### src/rtl/pipe_pkg.sv
// Shared types for the pipeline-stage register: occupancy encoding and the
// stage-boundary bundles whose widths size each pipe_stage_reg instance.
package pipe_pkg;

    typedef enum logic [1:0] {
        OCC_EMPTY = 2'd0,
        OCC_ONE   = 2'd1,
        OCC_FULL  = 2'd2
    } pipe_occ_e;

    typedef struct packed {
        logic       reg_write;
        logic       mem_write;
        logic       mem_pix_write;
        logic       pc_src;
        logic       mem_to_reg;
        logic       alu_src;
        logic       branch;
        logic       jump;
        logic [3:0] alu_op;
        logic [2:0] imm_sel;
        logic       halt;
    } deco_exe_ctrl_t;

    typedef struct packed {
        logic [31:0] pc;
        logic [31:0] pc_plus4;
        logic [31:0] rs1_val;
        logic [31:0] rs2_val;
        logic [31:0] imm;
    } deco_exe_data_t;

    typedef struct packed {
        logic       reg_write;
        logic       mem_write;
        logic       mem_pix_write;
        logic       mem_to_reg;
        logic [4:0] rd;
    } exe_mem_ctrl_t;

    typedef struct packed {
        logic [31:0] alu_result;
        logic [31:0] store_val;
        logic [31:0] pc_plus4;
    } exe_mem_data_t;

    typedef struct packed {
        logic       reg_write;
        logic       mem_to_reg;
        logic [4:0] rd;
    } mem_wb_ctrl_t;

    typedef struct packed {
        logic [31:0] alu_result;
        logic [31:0] mem_rdata;
    } mem_wb_data_t;

    localparam int DE_CTRL_W = $bits(deco_exe_ctrl_t);
    localparam int DE_DATA_W = $bits(deco_exe_data_t);
    localparam int EM_CTRL_W = $bits(exe_mem_ctrl_t);
    localparam int EM_DATA_W = $bits(exe_mem_data_t);
    localparam int MW_CTRL_W = $bits(mem_wb_ctrl_t);
    localparam int MW_DATA_W = $bits(mem_wb_data_t);

endpackage

### src/rtl/pipe_occ_ctrl.sv
// Occupancy FSM for pipe_stage_reg: tracks EMPTY/ONE/FULL and issues the
// load strobes that steer the main and skid datapath registers.
module pipe_occ_ctrl
    import pipe_pkg::*;
(
    input  logic      clk,
    input  logic      rst_n,
    input  logic      accept,
    input  logic      drain,
    input  logic      flush,
    output pipe_occ_e state,
    output logic      load_main,
    output logic      load_skid,
    output logic      main_from_skid
);

    pipe_occ_e state_r;
    pipe_occ_e next_s;
    logic      load_main_s;
    logic      load_skid_s;
    logic      main_from_skid_s;

    // Next-state and load-strobe decode; flush suppresses every load so held data stays put.
    always_comb begin
        next_s           = state_r;
        load_main_s      = 1'b0;
        load_skid_s      = 1'b0;
        main_from_skid_s = 1'b0;
        if (flush) begin
            next_s = OCC_EMPTY;
        end else begin
            case (state_r)
                OCC_EMPTY: begin
                    if (accept) begin
                        next_s      = OCC_ONE;
                        load_main_s = 1'b1;
                    end else begin
                        next_s = OCC_EMPTY;
                    end
                end
                OCC_ONE: begin
                    if (accept && drain) begin
                        next_s      = OCC_ONE;
                        load_main_s = 1'b1;
                    end else if (accept) begin
                        next_s      = OCC_FULL;
                        load_skid_s = 1'b1;
                    end else if (drain) begin
                        next_s = OCC_EMPTY;
                    end else begin
                        next_s = OCC_ONE;
                    end
                end
                OCC_FULL: begin
                    // in_ready is low here, so only a drain can move the state
                    if (drain) begin
                        next_s           = OCC_ONE;
                        main_from_skid_s = 1'b1;
                    end else begin
                        next_s = OCC_FULL;
                    end
                end
                default: begin
                    next_s = OCC_EMPTY;
                end
            endcase
        end
    end

    // Occupancy state register.
    always_ff @(posedge clk or negedge rst_n) begin
        if (!rst_n) begin
            state_r <= OCC_EMPTY;
        end else begin
            state_r <= next_s;
        end
    end

    assign state          = state_r;
    assign load_main      = load_main_s;
    assign load_skid      = load_skid_s;
    assign main_from_skid = main_from_skid_s;

endmodule

### src/rtl/pipe_stage_reg.sv
// Reusable pipeline-stage register with valid/ready, stall, flush and a 2-entry skid.
// Define PIPE_STAGE_REG_PERF_EN to add saturating stall/bubble performance counters.
module pipe_stage_reg
    import pipe_pkg::*;
#(
    parameter int CTRL_W = DE_CTRL_W,
    parameter int DATA_W = DE_DATA_W
`ifdef PIPE_STAGE_REG_PERF_EN
    ,
    parameter int CNT_W = 32
`endif
) (
    input  logic              clk,
    input  logic              rst_n,
    input  logic              flush,
    input  logic              stall,
    input  logic              in_valid,
    output logic              in_ready,
    input  logic [CTRL_W-1:0] in_ctrl,
    input  logic [DATA_W-1:0] in_data,
    output logic              out_valid,
    input  logic              out_ready,
    output logic [CTRL_W-1:0] out_ctrl,
    output logic [DATA_W-1:0] out_data
`ifdef PIPE_STAGE_REG_PERF_EN
    ,
    input  logic              perf_clr,
    output logic [CNT_W-1:0]  perf_stall_cnt,
    output logic [CNT_W-1:0]  perf_bubble_cnt
`endif
);

    pipe_occ_e         state_s;
    logic              load_main_s;
    logic              load_skid_s;
    logic              main_from_skid_s;
    logic              accept_s;
    logic              drain_s;
    logic              out_valid_s;
    logic              in_ready_s;
    logic [CTRL_W-1:0] main_ctrl_r;
    logic [DATA_W-1:0] main_data_r;
    logic [CTRL_W-1:0] skid_ctrl_r;
    logic [DATA_W-1:0] skid_data_r;

    // in_ready depends only on registered state, flush and reset, never on out_ready/stall
    assign out_valid_s = (state_s != OCC_EMPTY);
    assign in_ready_s  = (state_s != OCC_FULL) & ~flush & rst_n;
    assign accept_s    = in_valid & in_ready_s;
    assign drain_s     = out_valid_s & out_ready & ~stall;

    pipe_occ_ctrl u_occ (
        .clk            (clk),
        .rst_n          (rst_n),
        .accept         (accept_s),
        .drain          (drain_s),
        .flush          (flush),
        .state          (state_s),
        .load_main      (load_main_s),
        .load_skid      (load_skid_s),
        .main_from_skid (main_from_skid_s)
    );

    // Main register: refilled from skid first so FIFO order holds, else from upstream.
    always_ff @(posedge clk or negedge rst_n) begin
        if (!rst_n) begin
            main_ctrl_r <= {CTRL_W{1'b0}};
            main_data_r <= {DATA_W{1'b0}};
        end else if (main_from_skid_s) begin
            main_ctrl_r <= skid_ctrl_r;
            main_data_r <= skid_data_r;
        end else if (load_main_s) begin
            main_ctrl_r <= in_ctrl;
            main_data_r <= in_data;
        end
    end

    // Skid register: captures the entry that arrives while main is blocked.
    always_ff @(posedge clk or negedge rst_n) begin
        if (!rst_n) begin
            skid_ctrl_r <= {CTRL_W{1'b0}};
            skid_data_r <= {DATA_W{1'b0}};
        end else if (load_skid_s) begin
            skid_ctrl_r <= in_ctrl;
            skid_data_r <= in_data;
        end
    end

    assign in_ready  = in_ready_s;
    assign out_valid = out_valid_s;
    assign out_ctrl  = out_valid_s ? main_ctrl_r : {CTRL_W{1'b0}};
    assign out_data  = main_data_r;

`ifdef PIPE_STAGE_REG_PERF_EN
    localparam logic [CNT_W-1:0] CNT_MAX = {CNT_W{1'b1}};
    localparam logic [CNT_W-1:0] CNT_ONE = {{(CNT_W-1){1'b0}}, 1'b1};

    logic [CNT_W-1:0] stall_cnt_r;
    logic [CNT_W-1:0] bubble_cnt_r;

    // Saturating perf counters; clear wins over increment.
    always_ff @(posedge clk or negedge rst_n) begin
        if (!rst_n) begin
            stall_cnt_r  <= {CNT_W{1'b0}};
            bubble_cnt_r <= {CNT_W{1'b0}};
        end else if (perf_clr) begin
            stall_cnt_r  <= {CNT_W{1'b0}};
            bubble_cnt_r <= {CNT_W{1'b0}};
        end else begin
            if (out_valid_s && !drain_s && (stall_cnt_r != CNT_MAX)) begin
                stall_cnt_r <= stall_cnt_r + CNT_ONE;
            end
            if (!out_valid_s && !flush && (bubble_cnt_r != CNT_MAX)) begin
                bubble_cnt_r <= bubble_cnt_r + CNT_ONE;
            end
        end
    end

    assign perf_stall_cnt  = stall_cnt_r;
    assign perf_bubble_cnt = bubble_cnt_r;
`endif

endmodule

### config.mk
export PLATFORM = sky130hd
export DESIGN_NAME = pipe_stage_reg
export DESIGN_NICKNAME = d
export VERILOG_FILES = /design/src/rtl/pipe_pkg.sv /design/src/rtl/pipe_occ_ctrl.sv /design/src/rtl/pipe_stage_reg.sv
export SDC_FILE = /design/constraint.sdc
export NUM_CORES = 1
export LEC_CHECK = 0
export CORE_ASPECT_RATIO = 1.4
export CORE_MARGIN = 2
export CORE_UTILIZATION = 46
export DETAILED_ROUTE_END_ITERATION = 10
export PLACE_DENSITY = 0.82
export REMOVE_ABC_BUFFERS = 1
export SETUP_SLACK_MARGIN = 0.5
export SLEW_MARGIN = 20
export SYNTH_ARGS = -nofsm -noshare
export SYNTH_HDL_FRONTEND = slang
export SYNTH_SLANG_ARGS = --single-unit
### constraint.sdc
create_clock -name clk -period 2.6 [get_ports clk]
set_input_delay 0.26 -clock clk [delete_from_list [all_inputs] [get_ports clk]]
set_output_delay 0.26 -clock clk [all_outputs]
set_load 0.03 [all_outputs]
=== After elaboration in Yosys (flattened, before gate mapping) ===
Index checks and enable logic that the tools add are counted.

* Output and inout port bits: 178
* Register bits: 354

* Bitwise operators: 7
* Reduce and logical (&&, ||, !) cells: 4
* Muxes and demuxes: 22
* Eq/ne operators: 3

{| class="wikitable"
|+ Operators by type and width
! kind !! count
|-
| 2-to-1 mux 160 bit || 2
|-
| 2-to-1 mux 16 bit || 3
|-
| 2-to-1 mux 1 bit || 11
|-
| 2-to-1 mux 2 bit || 4
|-
| case mux 2 bit (3 select lines) || 1
|-
| bitwise AND 1 bit || 5
|-
| nonzero test 2 bit || 2
|-
| == test 2 x 1 -> 1 bit (second input constant) || 1
|-
| == test 2 bit (second input constant) || 1
|-
| zero test 2 bit || 1
|-
| != test 2 bit (second input constant) || 1
|-
| NOT 1 bit || 2
|-
| case mux 1 bit (2 select lines) || 1
|-
| logical AND 1 bit || 1
|}

=== Depth between registers and ports, before layout ===
Gate-level depths: netlist of the first run.

* Depth after elaboration: 10
* Depth in mapped cells: 12
* Gate-level depth less buffers: 7

=== Modules after synthesis ===
From an unflattened synthesis of the first run, not the netlist that was laid out.

* Cells, all modules: 1,175
* Area total of the unflattened synthesis: 15,658.8 um2

{| class="wikitable"
|+ Modules (own cells, without submodules)
! module !! cells an instance !! area each (um2) !! times used
|-
| pipe_stage_reg || 1,158 || 15,499.9 || 1
|-
| pipe_occ_ctrl || 17 || 158.9 || 1
|}

=== Least setup slack after synthesis of the first run ===
Ideal clock, no wire load.

* Path kind: register to register
* Start point: reg u_occ.state_r[1] (netlist: u_occ.state[1])
* End point: reg skid_ctrl_r[0]
* Stages on the path, launching flop included: 12
* Path buffers: 4
* Arrival time: 3.030 ns
* Slack: -0.555 ns
* Period minus slack after synthesis: 3.155 ns
* Cells stage by stage: dfrtp_1 buf_2 clkbuf_1 nor2b_1 nor3b_1 and2_1 ha_1 nand2_1 nor3_2 buf_2 buf_4 mux2_2

* Cells in the longest elaborated chain, start to end: 8
* Elaborated cells on any way between the ends: 13

{| class="wikitable"
|+ RTL lines
! what !! line !! source
|-
| from (decl) || pipe_occ_ctrl.sv:17 || <nowiki>pipe_occ_e state_r;</nowiki>
|-
| from (signal assigned) || pipe_occ_ctrl.sv:75 || <nowiki>state_r <= next_s;</nowiki>
|-
| != test 2 bit (*) || pipe_stage_reg.sv:48 || <nowiki>assign in_ready_s = (state_s != OCC_FULL) & ~flush & rst_n;</nowiki>
|-
| bitwise AND 1 bit (*) (2 in series) || pipe_stage_reg.sv:48 ||
|-
| named net in_ready || pipe_stage_reg.sv:18 || <nowiki>output logic in_ready,</nowiki>
|-
| bitwise AND 1 bit (*) || pipe_stage_reg.sv:49 || <nowiki>assign accept_s = in_valid & in_ready_s;</nowiki>
|-
| 2-to-1 mux 1 bit or logical AND 1 bit (tied branches) || pipe_occ_ctrl.sv:45, pipe_occ_ctrl.sv:42 ||
|-
| 2-to-1 mux 1 bit (*) || pipe_occ_ctrl.sv:42 || <nowiki>if (accept && drain) begin</nowiki>
|-
| 2-to-1 mux 1 bit (*) || pipe_occ_ctrl.sv:32 || <nowiki>case (state_r)</nowiki>
|-
| 2-to-1 mux 1 bit (*) || pipe_occ_ctrl.sv:29 || <nowiki>if (flush) begin</nowiki>
|-
| to (signal assigned) || pipe_stage_reg.sv:81 || <nowiki>skid_ctrl_r <= {CTRL_W{1'b0}};</nowiki>
|-
| to (signal assigned) || pipe_stage_reg.sv:84 || <nowiki>skid_ctrl_r <= in_ctrl;</nowiki>
|-
| to (decl) || pipe_stage_reg.sv:43 || <nowiki>logic [CTRL_W-1:0] skid_ctrl_r;</nowiki>
|}

Mark *: on every way through the listed nets, which the timed path passes. The rest lies on a longest branch.
A chain may end at the register's enable or synchronous reset.

=== Worst setup path in the final report of the first run ===
* Start point: reg u_occ.state_r[1] (netlist: u_occ.state[1])
* End point: reg skid_data_r[141]

* Cells in the longest elaborated chain, start to end: 8
* Elaborated cells on any way between the ends: 13

{| class="wikitable"
|+ RTL lines
! what !! line !! source
|-
| != test 2 bit || pipe_stage_reg.sv:48 ||
|-
| bitwise AND 1 bit (2 in series) || pipe_stage_reg.sv:48 ||
|-
| bitwise AND 1 bit || pipe_stage_reg.sv:49 ||
|-
| 2-to-1 mux 1 bit or logical AND 1 bit (tied branches) || pipe_occ_ctrl.sv:45, pipe_occ_ctrl.sv:42 ||
|-
| 2-to-1 mux 1 bit || pipe_occ_ctrl.sv:42 ||
|-
| 2-to-1 mux 1 bit (*) || pipe_occ_ctrl.sv:32 ||
|-
| 2-to-1 mux 1 bit (*) || pipe_occ_ctrl.sv:29 ||
|-
| to (signal assigned) || pipe_stage_reg.sv:82 || <nowiki>skid_data_r <= {DATA_W{1'b0}};</nowiki>
|-
| to (signal assigned) || pipe_stage_reg.sv:85 || <nowiki>skid_data_r <= in_data;</nowiki>
|-
| to (decl) || pipe_stage_reg.sv:44 || <nowiki>logic [DATA_W-1:0] skid_data_r;</nowiki>
|}

Every way passes the cells marked *; elsewhere a longest branch is shown, timed or not.

==> results of run 1 <==
## metrics by stage
stage / hold slack, ns / total power, mW / TNS [ns] / cells / setup WS, ns
finish: 0.0196 / 17.7 / -0.0272 / 2303 / -0.0272
global route: 0.0490 / 18.3 / -1.65 / 2301 / -0.131
CTS: 0.108 / 17.0 / 0 / 2254 / 0.190
detailed placement: 0.289 / 11.9 / -5.38 / 2159 / -0.176
global placement: 0.290 / 11.8 / -0.474 / 2159 / -0.189
floorplan: -0.0356 / 9.64 / -2838.62 / 1274 / -8.33
## placed cells by master, fill, tap and decap left out, drive strengths merged
master,synthesis,layout
clkinv,0,6
nand2b,1,1
clkdlybuf4s50,0,339
nand4bb,1,1
clkbuf,123,75
a2111oi,176,176
and3b,1,1
nor3,177,177
and2,1,1
nand3b,2,2
or2,1,1
dlygate4sd3,0,2
nor2,3,3
clkdlybuf4s15,0,1
a2bb2oi,1,1
buf,75,120
a21o,2,2
ha,2,2
nor2b,17,17
inv,2,2
a211oi,176,176
a21oi,177,177
dlygate4sd2,0,17
diode,0,5
nand2,3,5
mux2,176,176
nor3b,1,1
dfrtp,354,354
## logic make-up (layout without fill, tap and decap cells)
| family | Yosys count | count (layout) | synth area share (%) |
|---|---|---|---|
| fa+ha+maj | 2 | 2 | 0.150 |
| flops | 354 | 354 | 53.0 |
| simple gates | 208 | 210 | 6.49 |
| other cells | 0 | 5 | 0 |
| mux | 176 | 176 | 11.9 |
| buf+inv | 200 | 562 | 5.87 |
| compound gates | 532 | 532 | 22.6 |
## metal layers
layer	vias up	GRT usage, %	wire length (microns)
met5	-	0	27
met4	4	19.6	5670
met3	361	4.94	6720
met2	1261	47.4	32700
met1	8068	37.3	23700
li1	6461	-	-
## final timing paths
kind / cells after the start / end / startpoint / slack, ns
max: 10 / skid_data_r[141]$_DFFE_PN0P_ / u_occ.state[1]$_DFF_PN0_ / -0.03
min: 3 / main_ctrl_r[4]$_DFFE_PN0P_ / rst_n / 0.02
max reg2reg: 10 / skid_data_r[141]$_DFFE_PN0P_ / u_occ.state[1]$_DFF_PN0_ / -0.03
min reg2reg: 1 / skid_data_r[39]$_DFFE_PN0P_ / skid_data_r[39]$_DFFE_PN0P_ / 0.51
max in group asynchronous: 5 / skid_data_r[24]$_DFFE_PN0P_ / rst_n / 1.13
min in group clk: 3 / main_ctrl_r[1]$_DFFE_PN0P_ / flush / 0.13
## repair_timing
item	4_1_cts	5_1_grt
setup endpoints to repair	370	370
gates cloned	16	31
pin swaps	9	22
gates resized for setup	164	342
hold endpoints to repair	25	40
buffers inserted	17	11
hold buffers	2	1
## power by group
| part | total, mW | leakage (nW) | internal, mW | switching, mW |
|---|---|---|---|---|
| combinational | 5.23 | 4.95 | 2.44 | 2.79 |
| clock | 5.06 | 0.548 | 2.83 | 2.23 |
| sequential | 7.44 | 4.29 | 6.62 | 0.817 |
| total | 17.7 | 9.79 | 11.9 | 5.84 |
## sequential cells by signal, indices dropped and copies added (netlist names)
name         count
out_data       160
skid_ctrl_r     16
u_occ.state      2
skid_data_r    160
main_ctrl_r     16
## area by class of cell
| type | count | area, sq um | share of cell area (%) |
|---|---|---|---|
| multi-input combinational | 920 | 8910 | 35.1 |
| sequential | 354 | 8860 | 34.9 |
| timing repair buffer | 500 | 5950 | 23.4 |
| clock buffer | 54 | 1070 | 4.21 |
| tap | 462 | 578 | 2.27 |
| clock inverter | 6 | 30.0 | 0.118 |
| antenna | 5 | 12.5 | 0.0492 |
| inverter | 2 | 7.51 | 0.0295 |
## worst register-to-register path, cell delays in order (launching register included)
cell,delay (ns)
dfrtp_4,0.48
nor2b_4,0.14
nor3b_2,0.26
and2_4,0.22
ha_4,0.14
nand2_4,0.06
nor3_4,0.22
buf_6,0.19
buf_16,0.22
buf_16,0.18
mux2_2,0.38
==> summary.md, run 1 <==
| Metric | Value |
|---|---|
| Slowest Stage Delay on Critical Path | `0.48 ns` |
| Vias in the first global route | `15.6k` |
| First-pass GRT wire length | `89,100 microns` |
| Max Clk Rate | `381 MHz` |
| CTS Sinks | `354` |
| Overflow after GRT | `0` |
| Max_slew headroom | `6.93%` |
| Global-route usage over all layers | `29.9%` |
| Max VDD drop | `535 uV` |
| Top cells by count, synth | `dfrtp_1, a21oi_1` |
| Largest net degree at the start of global routing | `179` |
| Final core utilization | `71.0%` |
| Synthesized cell area | `16,700 sq um` |
| Post-synth EDFFs | `0` |
| Maxcap violations | `0` |
| Initial Util | `46.6%` |
| Vias | `16.2k` |
| PnR worst setup slack | `-0.0272 ns` |
| Kind of cell adding the most delay to the critical path | `simple AND/OR/NAND/NOR gates` |
| Core region area | `35,800 sq um` |
| Clk_skew | `0.0144 ns` |
| CTS tree | `built` |
| Worst Path Required | `3.00 ns` |
| DP HPWL | `32,200 microns` |
| Post-Route WL | `68,800 microns` |
| Area Growth Syn to Fin | `52.2%` |
| Max-slew violations | `0` |
| RSZ-0062 raised after global routing | `true` |
| Cells after synthesis | `1,472` |
| Top post-synthesis cells by area | `dfrtp_1, mux2_2, a2111oi_0, a211oi_1, a21oi_1` |
| Slowest-stage cell, CP | `dfrtp_4` |
| Post-synth ARST share | `100%` |
| Slew @ Worst Pin | `1.40 ns` |
| Iter 0 DRT Violations | `2,000` |
| Min Tclk post-route | `2.63 ns` |
| Biggest area consumer among synthesized cells | `dfrtp_1` |
| Post-route cell area | `25,400 sq um` |
| Port Buf Inserts | `359` |
| Routed Antenna Nets | `0` |
| Failing checks | `negative setup slack` |
| Fin nets | `1,997` |
| Share of cells above drive strength 1 | `30.2%` |
| Initial antenna violation count | `7` |
| Chip Height | `229 microns` |
| Worst-path clk slew | `0.07 ns` |
| GPL Wtd Cong | `0.805` |
| Synth cell types | `27` |
| Bufs on Longest Clock Path | `3` |
| Sequential area share after synthesis | `53.0%` |
| Most used cell, CP | `buf_16` |
| DRC violations left | `0` |
| Most common cell in the synthesized netlist | `dfrtp_1` |
| Worst hold-check path type | `input port to async pin` |
| H-tree depth | `2` |
| Fin crit share | `101%` |
| Yosys top cell area share | `53.0%` |
| First-pass detailed-route iteration total | `7` |
| Leakage power total | `9.79 nW` |
| Startpoint types | `flip-flop` |
| Dominant synthesized flop cell | `dfrtp_1` |
| FP Rows | `82` |
| Synth warnings | `0` |
| I/O pin total | `360` |
| Outcome | `finished, violations left` |
| Flip-flop and latch count after synthesis | `354` |
| Placed Area | `20,700 sq um` |
| CP Capture Type | `flip-flop` |
| Vias per cell | `7.01` |
| Fillers | `2,246` |
| WP buf/inv | `3` |
| Avg Inst Size Synth | `11.3 sq um` |
| Wire per inst | `29.9 microns` |
| Crit path kind | `flip-flop to flip-flop` |
| Crit path cell chain | `nor2b_4 -> nor3b_2 -> and2_4 -> ha_4 -> nand2_4 -> nor3_4 -> buf_6 -> buf_16 -> buf_16 -> mux2_2` |
| Die extent in x | `165 microns` |
| Hold Vio Cnt, Final | `0` |
| Power Density | `697 nW/um^2` |
| Die ar. | `37,900 sq um` |
| Clk_lat worst skew | `0.53 ns` |
| CTS Buf Count | `35` |
| CP max FO | `8` |
| Worst Path Arrival | `3.03 ns` |
| Clock root buffer | `clkbuf_16` |
| Setup violators final | `1` |
(Power assumes the default switching activity.)
==> run 2, diff against run 1 <==
--- a/config.mk
+++ b/config.mk
@@ -12,3 +12,3 @@
 export PLACE_DENSITY = 0.82
-export REMOVE_ABC_BUFFERS = 1
+export RECOVER_POWER = 50
 export SETUP_SLACK_MARGIN = 0.5
--- a/constraint.sdc
+++ b/constraint.sdc
@@ -3,2 +3,2 @@
 set_output_delay 0.26 -clock clk [all_outputs]
-set_load 0.03 [all_outputs]
+set_load 0.01 [all_outputs]
==> run 2 against run 1 <==
Against the previous run:
- the flow still finishes with violations (negative setup slack)
- setup slack worse by 0.0038 ns
- clock power increased by 9.5%
- cell count down 1.7%
- sequential share of layout area grew 1.4 points
- global-route usage grew 0.23 points
==> summary.md, run 2 (synthesized netlist as in run 1, its figures left out) <==
| Metric | Value |
|---|---|
| Fillers | `2,343 (+4.3%)` |
| Wire per inst | `27.5 microns (-8.0%)` |
| Core region area | `35,800 sq um (unchanged)` |
| Vias | `15.4k (-4.8%)` |
| GR peak layer | `met2` |
| Bufs on Longest Clock Path | `3 (unchanged)` |
| Fin crit share | `101% (+0.15 points)` |
| Share of cells above drive strength 1 | `26.1% (-4.1 points)` |
| Routed Antenna Nets | `0 (unchanged)` |
| CTS Buf Count | `36 (+2.9%)` |
| Vias in the first global route | `15.5k (-0.29%)` |
| Startpoint types | `flip-flop` |
| Clk_lat worst skew | `0.54 ns (about the same)` |
| Fin nets | `1,950 (-2.4%)` |
| FF-to-FF path depth | `8 (-2)` |
| H-tree depth | `2 (unchanged)` |
| Die ar. | `37,900 sq um (unchanged)` |
| RSZ-0062 raised after global routing | `true` |
| Launch point of the worst reg-to-reg path | `u_occ.state[1]$_DFF_PN0_` |
| Setup violators final | `1 (unchanged)` |
| Crit path launch | `u_occ.state[1]$_DFF_PN0_` |
| Post-Syn Nets | `1,656` |
| Slew @ Worst Pin | `1.26 ns (-0.132 ns)` |
| CP Capture Type | `flip-flop` |
| Area Growth Syn to Fin | `46.3%` |
| CP max FO | `17 (+9)` |
| FP Rows | `82 (unchanged)` |
| Leakage power total | `9.12 nW (-6.8%)` |
| Worst-path clk slew | `0.07 ns (about the same)` |
| Min Tclk post-route | `2.63 ns (+0.00384 ns)` |
| Max_slew headroom | `15.7% (+8.8 points)` |
| Pre-CTS setup slack | `-0.0353 ns (+0.141 ns)` |
| Largest net degree at the start of global routing | `175 (-2.2%)` |
| R2R setup slack | `-0.03 ns (about the same)` |
| Leading cell type in the layout, fill and taps excluded | `dfrtp_1` |
| Worst Path Arrival | `2.99 ns (-0.04 ns)` |
| Overflow after GRT | `0 (unchanged)` |
| GPL Wtd Cong | `0.806 (about the same)` |
| Met1 Track Usage GR | `38.3% (+0.96 points)` |
| Hold Vio Cnt, Final | `0 (unchanged)` |
| RR Endpoint | `out_data[29]$_DFFE_PN0P_` |
| I/O pin total | `360 (unchanged)` |
| Vias per cell | `6.79 (-3.2%)` |
| Global-route usage over all layers | `30.1% (+0.23 points)` |
| CTS Sinks | `354 (unchanged)` |
| DRC violations left | `0 (unchanged)` |
| Clk_skew | `0.0202 ns (+0.00577 ns)` |
| Worst hold-check path type | `input port to flip-flop` |
| Max-slew violations | `0 (unchanged)` |
| Port Buf Inserts | `359 (unchanged)` |
| Chip Height | `229 microns (unchanged)` |
| First-pass GRT wire length | `90,000 microns (+0.94%)` |
| Met2 Usage GRT | `47.8% (+0.39 points)` |
| Maxcap violations | `0 (unchanged)` |
| Met3 capacity usage during global routing | `5.32% (+0.38 points)` |
| Initial Util | `46.6% (unchanged)` |
| Die extent in x | `165 microns (unchanged)` |
| Failing checks | `negative setup slack` |
| CTS tree | `built` |
| Outcome | `finished, violations left` |
| DP HPWL | `30,900 microns (-4.1%)` |
| Crit path kind | `flip-flop to flip-flop` |
| First-pass detailed-route iteration total | `7 (unchanged)` |
| PnR worst setup slack | `-0.0310 ns (-0.00384 ns)` |
| Initial antenna violation count | `12 (+5)` |
| Max Clk Rate | `380 MHz (-0.15%)` |
| Most frequent cells in the layout | `dfrtp_1, clkdlybuf4s50_1, a21oi_1, nor3_1, a211oi_1` |
| Worst Path Required | `2.95 ns (-0.05 ns)` |
| Power Density | `686 nW/um^2 (-1.6%)` |
| Worst setup path end | `out_data[29]$_DFFE_PN0P_` |
| Post-Route WL | `62,200 microns (-9.6%)` |
| Max VDD drop | `513 uV (-4.1%)` |
| Clock root buffer | `clkbuf_16` |
| Iter 0 DRT Violations | `1,613 (-19%)` |
| Total power draw | `16.8 mW (-5.4%)` |
==> run 2: per-layer routing <==
layer,vias to the layer above,share of wire (%)
li1,6380,-
met2,913,50
met4,0,6.2
met3,246,7.6
met1,7840,36
met5,-,0
==> run 2: what timing repair did <==
action                     CTS  global route
setup endpoints to repair  370           426
cloned                      13             5
buffers inserted            24             4
hold buffers                 2             0
pin swaps                    6            14
resized for setup          192           135
hold endpoints to repair   145             0
==> run 2: worst min-delay path by stage <==
stage                     slack (ns)                    endpoint  cells past startpoint  startpoint
final                           0.09    u_occ.state[0]$_DFF_PN0_                      2       flush
after global routing            0.08    u_occ.state[0]$_DFF_PN0_                      2       flush
after CTS                       0.05    u_occ.state[0]$_DFF_PN0_                      2       flush
after detailed placement        0.46     out_data[4]$_DFFE_PN0P_                      2       rst_n
after global placement          0.45    u_occ.state[1]$_DFF_PN0_                      2       rst_n
after floorplan                -0.04  main_ctrl_r[0]$_DFFE_PN0P_                      0       rst_n
==> run 2: area by class of cell <==
| class | count | area [sq um] | area share [%] |
|---|---|---|---|
| tap | 462 | 578 | 2.36 |
| antenna | 12 | 30.0 | 0.123 |
| inverter | 2 | 7.51 | 0.0307 |
| timing repair buffer | 454 | 5200 | 21.3 |
| clock buffer | 51 | 1090 | 4.45 |
| clock inverter | 11 | 153 | 0.624 |
| multi-input combinational | 918 | 8530 | 34.9 |
| sequential | 354 | 8860 | 36.3 |
==> run 2: metrics by stage <==
stage	setup TNS, ns	cell area, sq um	hold slack [ns]	utilization, %	std cells
finish	-0.0310	24400	0.0857	68.3	2264
CTS	0	23400	0.0524	65.5	2243
detailed placement	-0.0844	20900	0.457	58.4	2142
global route	-0.168	24400	0.0792	68.3	2264
floorplan	0	17100	-0.0356	-	1472
global placement	0	20900	0.449	58.4	2142
==> run 2: critical path, stage by stage, from the launching register on <==
cell,delay [ns]
dfrtp_4,0.49
nor2b_4,0.15
nor3b_4,0.21
and2_4,0.19
ha_2,0.21
nand3b_1,0.10
a21o_4,0.32
buf_4,0.24
a211oi_1,0.53
==> run 2: power breakdown <==
| part | internal (mW) | switching [mW] | total [mW] |
|---|---|---|---|
| combinational | 2.07 | 1.83 | 3.90 |
| clock | 3.23 | 2.32 | 5.54 |
| sequential | 6.62 | 0.710 | 7.33 |
| total | 11.9 | 4.86 | 16.8 |
==> run 3, diff against run 2 <==
- PLACE_DENSITY: 0.82 -> 0.84
==> run 3 against run 2 <==
Against the previous run:
- the run ends with max-capacitance violations, max-slew violations left
- sequential share of layout area fell by 1.4 points
- die area is the same
- critical path type unchanged
- first-iteration DRC count is 24% higher
==> summary.md, run 3 (synthesized netlist as in run 1, its figures left out) <==
| Metric | Value |
|---|---|
| Outcome | `finished, violations left` |
| Failing checks | `max-capacitance violations, max-slew violations` |
| Worst hold-check path type | `input port to flip-flop` |
| Max VDD drop | `557 uV (+8.6%)` |
| Bufs on Longest Clock Path | `3 (unchanged)` |
| Max-slew violations | `114 (+114)` |
| Fin crit share | `98.4% (-2.8 points)` |
| RSZ-0062 raised after global routing | `true` |
| Max_slew headroom | `-6.90% (-23 points)` |
| CP max FO | `23 (+6)` |
| CP Capture Type | `flip-flop` |
| Crit path depth | `9 (+1)` |
| Slowest-stage cell, CP | `a2111oi_1` |
| Vias in the first global route | `16.4k (+5.9%)` |
| H-tree depth | `2 (unchanged)` |
| FF-to-FF path depth | `9 (+1)` |
| Area Growth Syn to Fin | `52.4%` |
| Min Tclk post-route | `2.56 ns (-0.0731 ns)` |
| Core region area | `35,800 sq um (unchanged)` |
| Worst Path Required | `2.98 ns (+0.03 ns)` |
| Share of cells above drive strength 1 | `31.7% (+5.7 points)` |
| Port Buf Inserts | `359 (unchanged)` |
| Most frequent cells in the layout | `dfrtp_1, clkdlybuf4s50_1, a21oi_1, nor3_1, mux2_2` |
| Largest net degree at the start of global routing | `184 (+5.1%)` |
| WHS | `0.347 ns (+0.261 ns)` |
| Clk_skew | `0.0145 ns (-0.00568 ns)` |
| Iter 0 DRT Violations | `2,001 (+24%)` |
| Highest Signal Layer | `met4` |
| Initial Util | `46.6% (unchanged)` |
| Wire per inst | `29.9 microns (+8.8%)` |
| FP Rows | `82 (unchanged)` |
| Fin nets | `1,959 (+0.46%)` |
| Global-route usage over all layers | `33.8% (+3.7 points)` |
| Routed Antenna Nets | `0 (unchanged)` |
| Slowest Stage Delay on Critical Path | `0.63 ns (+0.10 ns)` |
| Vias | `16.0k (+3.9%)` |
| First-pass detailed-route iteration total | `7 (unchanged)` |
| First-pass GRT wire length | `98,400 microns (+9.4%)` |
| Kind of cell adding the most delay to the critical path | `compound AO/OA/AOI/OAI gates` |
| Leading cell type in the layout, fill and taps excluded | `dfrtp_1` |
| Clk_lat worst skew | `0.54 ns (about the same)` |
| Overflow after GRT | `0 (unchanged)` |
| Crit path cell chain | `nor2b_4 -> nor3b_4 -> and2_4 -> ha_4 -> buf_12 -> nand2_8 -> buf_16 -> a2111oi_1 -> a211oi_1` |
| Crit path kind | `flip-flop to flip-flop` |
| Worst-path clk slew | `0.07 ns (about the same)` |
| Chip Height | `229 microns (unchanged)` |
| Setup violators final | `0 (-1)` |
| Power Density | `658 nW/um^2 (-4.0%)` |
| Post-Syn Nets | `1,656 (unchanged)` |
| Max Clk Rate | `391 MHz (+2.9%)` |
| CTS tree | `built` |
| CTS Sinks | `354 (unchanged)` |
| Die extent in x | `165 microns (unchanged)` |
| Leakage power total | `9.36 nW (+2.6%)` |
| Fillers | `2,171 (-7.3%)` |
| Cell depth of the worst hold path | `4 (+2)` |
| WL met1 | `23,800 microns (+5.0%)` |
| Die ar. | `37,900 sq um (unchanged)` |
| Met3 wire length | `5910 microns (+26%)` |
| Post-Route WL | `67,800 microns (+9.0%)` |
| DRC violations left | `0 (unchanged)` |
| WP buf/inv | `2 (+1)` |
| CTS Buf Count | `35 (-2.8%)` |
| Startpoint types | `flip-flop` |
| GPL Wtd Cong | `0.827 (+2.6%)` |
| Maxcap violations | `2 (+2)` |
| DP HPWL | `30,500 microns (-1.2%)` |
| Hold Vio Cnt, Final | `0 (unchanged)` |
| Vias per cell | `7.05 (+3.8%)` |
| Slew @ Worst Pin | `1.60 ns (+0.339 ns)` |
| Met2 Wirelength | `32,800 microns (+5.8%)` |
| Worst Path Arrival | `2.94 ns (-0.05 ns)` |
| I/O pin total | `360 (unchanged)` |
| Final core utilization | `71.1% (+2.8 points)` |
| Clock root buffer | `clkbuf_16` |
| Initial antenna violation count | `7 (-5)` |
| Setup TNS | `0 ns (+0.0310 ns)` |
-- run 3: cell count changes in the layout (fill, tap and decap cells not counted), moves of 6 or more --
cell and delta:
a211oi_2 +82, a2111oi_4 +28, dlygate4sd3_1 +8, mux2_4 -38, buf_6 -8, a2111oi_2 -18, a211oi_4 +6, mux2_2 +38
a2111oi_1 -26, a2111oi_0 +16, a211oi_1 -88, buf_16 +17
-- run 3: power breakdown --
group          switching (mW)  total, mW  leakage (nW)  internal, mW
combinational            1.95       4.11          4.49          2.16
sequential              0.736       7.35          4.29          6.62
clock                    2.31       5.30         0.577          2.99
-- run 3: worst reg2reg max path, cell delays in order, from the launching register on --
cell and delay, ns:
dfrtp_4 0.49, nor2b_4 0.14, nor3b_4 0.20, and2_4 0.19
ha_4 0.19, buf_12 0.12, nand2_8 0.09, buf_16 0.22
a2111oi_1 0.64, a211oi_1 0.13
-- run 3: routing by layer --
metal,up-vias,global-route usage [%]
met3,358,7.44
met4,0,23.3
met2,1171,52.4
li1,6395,-
met5,-,0
met1,8060,41.6
-- run 3: metrics by stage --
step | area (sq um) | cells | setup slack [ns] | power, mW
finish | 25500 | 2268 | 0.0421 | 16.8
global route | 25500 | 2268 | -0.0105 | 17.3
CTS | 24700 | 2251 | 0.231 | 16.6
detailed placement | 20900 | 2140 | -0.00747 | 11.1
global placement | 20900 | 2140 | 0.111 | 10.9
floorplan | 17100 | 1472 | 0.164 | 8.89
-- run 3: final timing paths --
| kind | from | end | slack, ns |
|---|---|---|---|
| max | u_occ.state[1]$_DFF_PN0_ | out_data[61]$_DFFE_PN0P_ | 0.04 |
| min | flush | skid_data_r[42]$_DFFE_PN0P_ | 0.35 |
| max reg2reg | u_occ.state[1]$_DFF_PN0_ | out_data[61]$_DFFE_PN0P_ | 0.04 |
| min reg2reg | skid_ctrl_r[8]$_DFFE_PN0P_ | skid_ctrl_r[8]$_DFFE_PN0P_ | 0.51 |
| max in group asynchronous | rst_n | out_data[86]$_DFFE_PN0P_ | 0.39 |
| min in group asynchronous | rst_n | main_ctrl_r[14]$_DFFE_PN0P_ | 0.75 |
-- run 3: cell type report --
class	count	area, sq um	share of cell area [%]
Antenna cell	7	17.5	0.0688
Clock buffer	53	1090	4.27
Clock inverter	8	72.6	0.285
Inverter	2	7.51	0.0295
Multi-Input combinational cell	919	9260	36.4
Sequential cell	354	8860	34.8
Tap cell	462	578	2.27
Timing Repair Buffer	463	5570	21.9
-- run 3: repair_timing --
item                                   CTS  global route
cloned                                  30             4
setup endpoints to repair              370           436
hold buffers                             1             0
endpoints found under the hold margin  147             0
pin swaps                               41            20
gates resized for setup                298           114
buffers inserted                        19             6
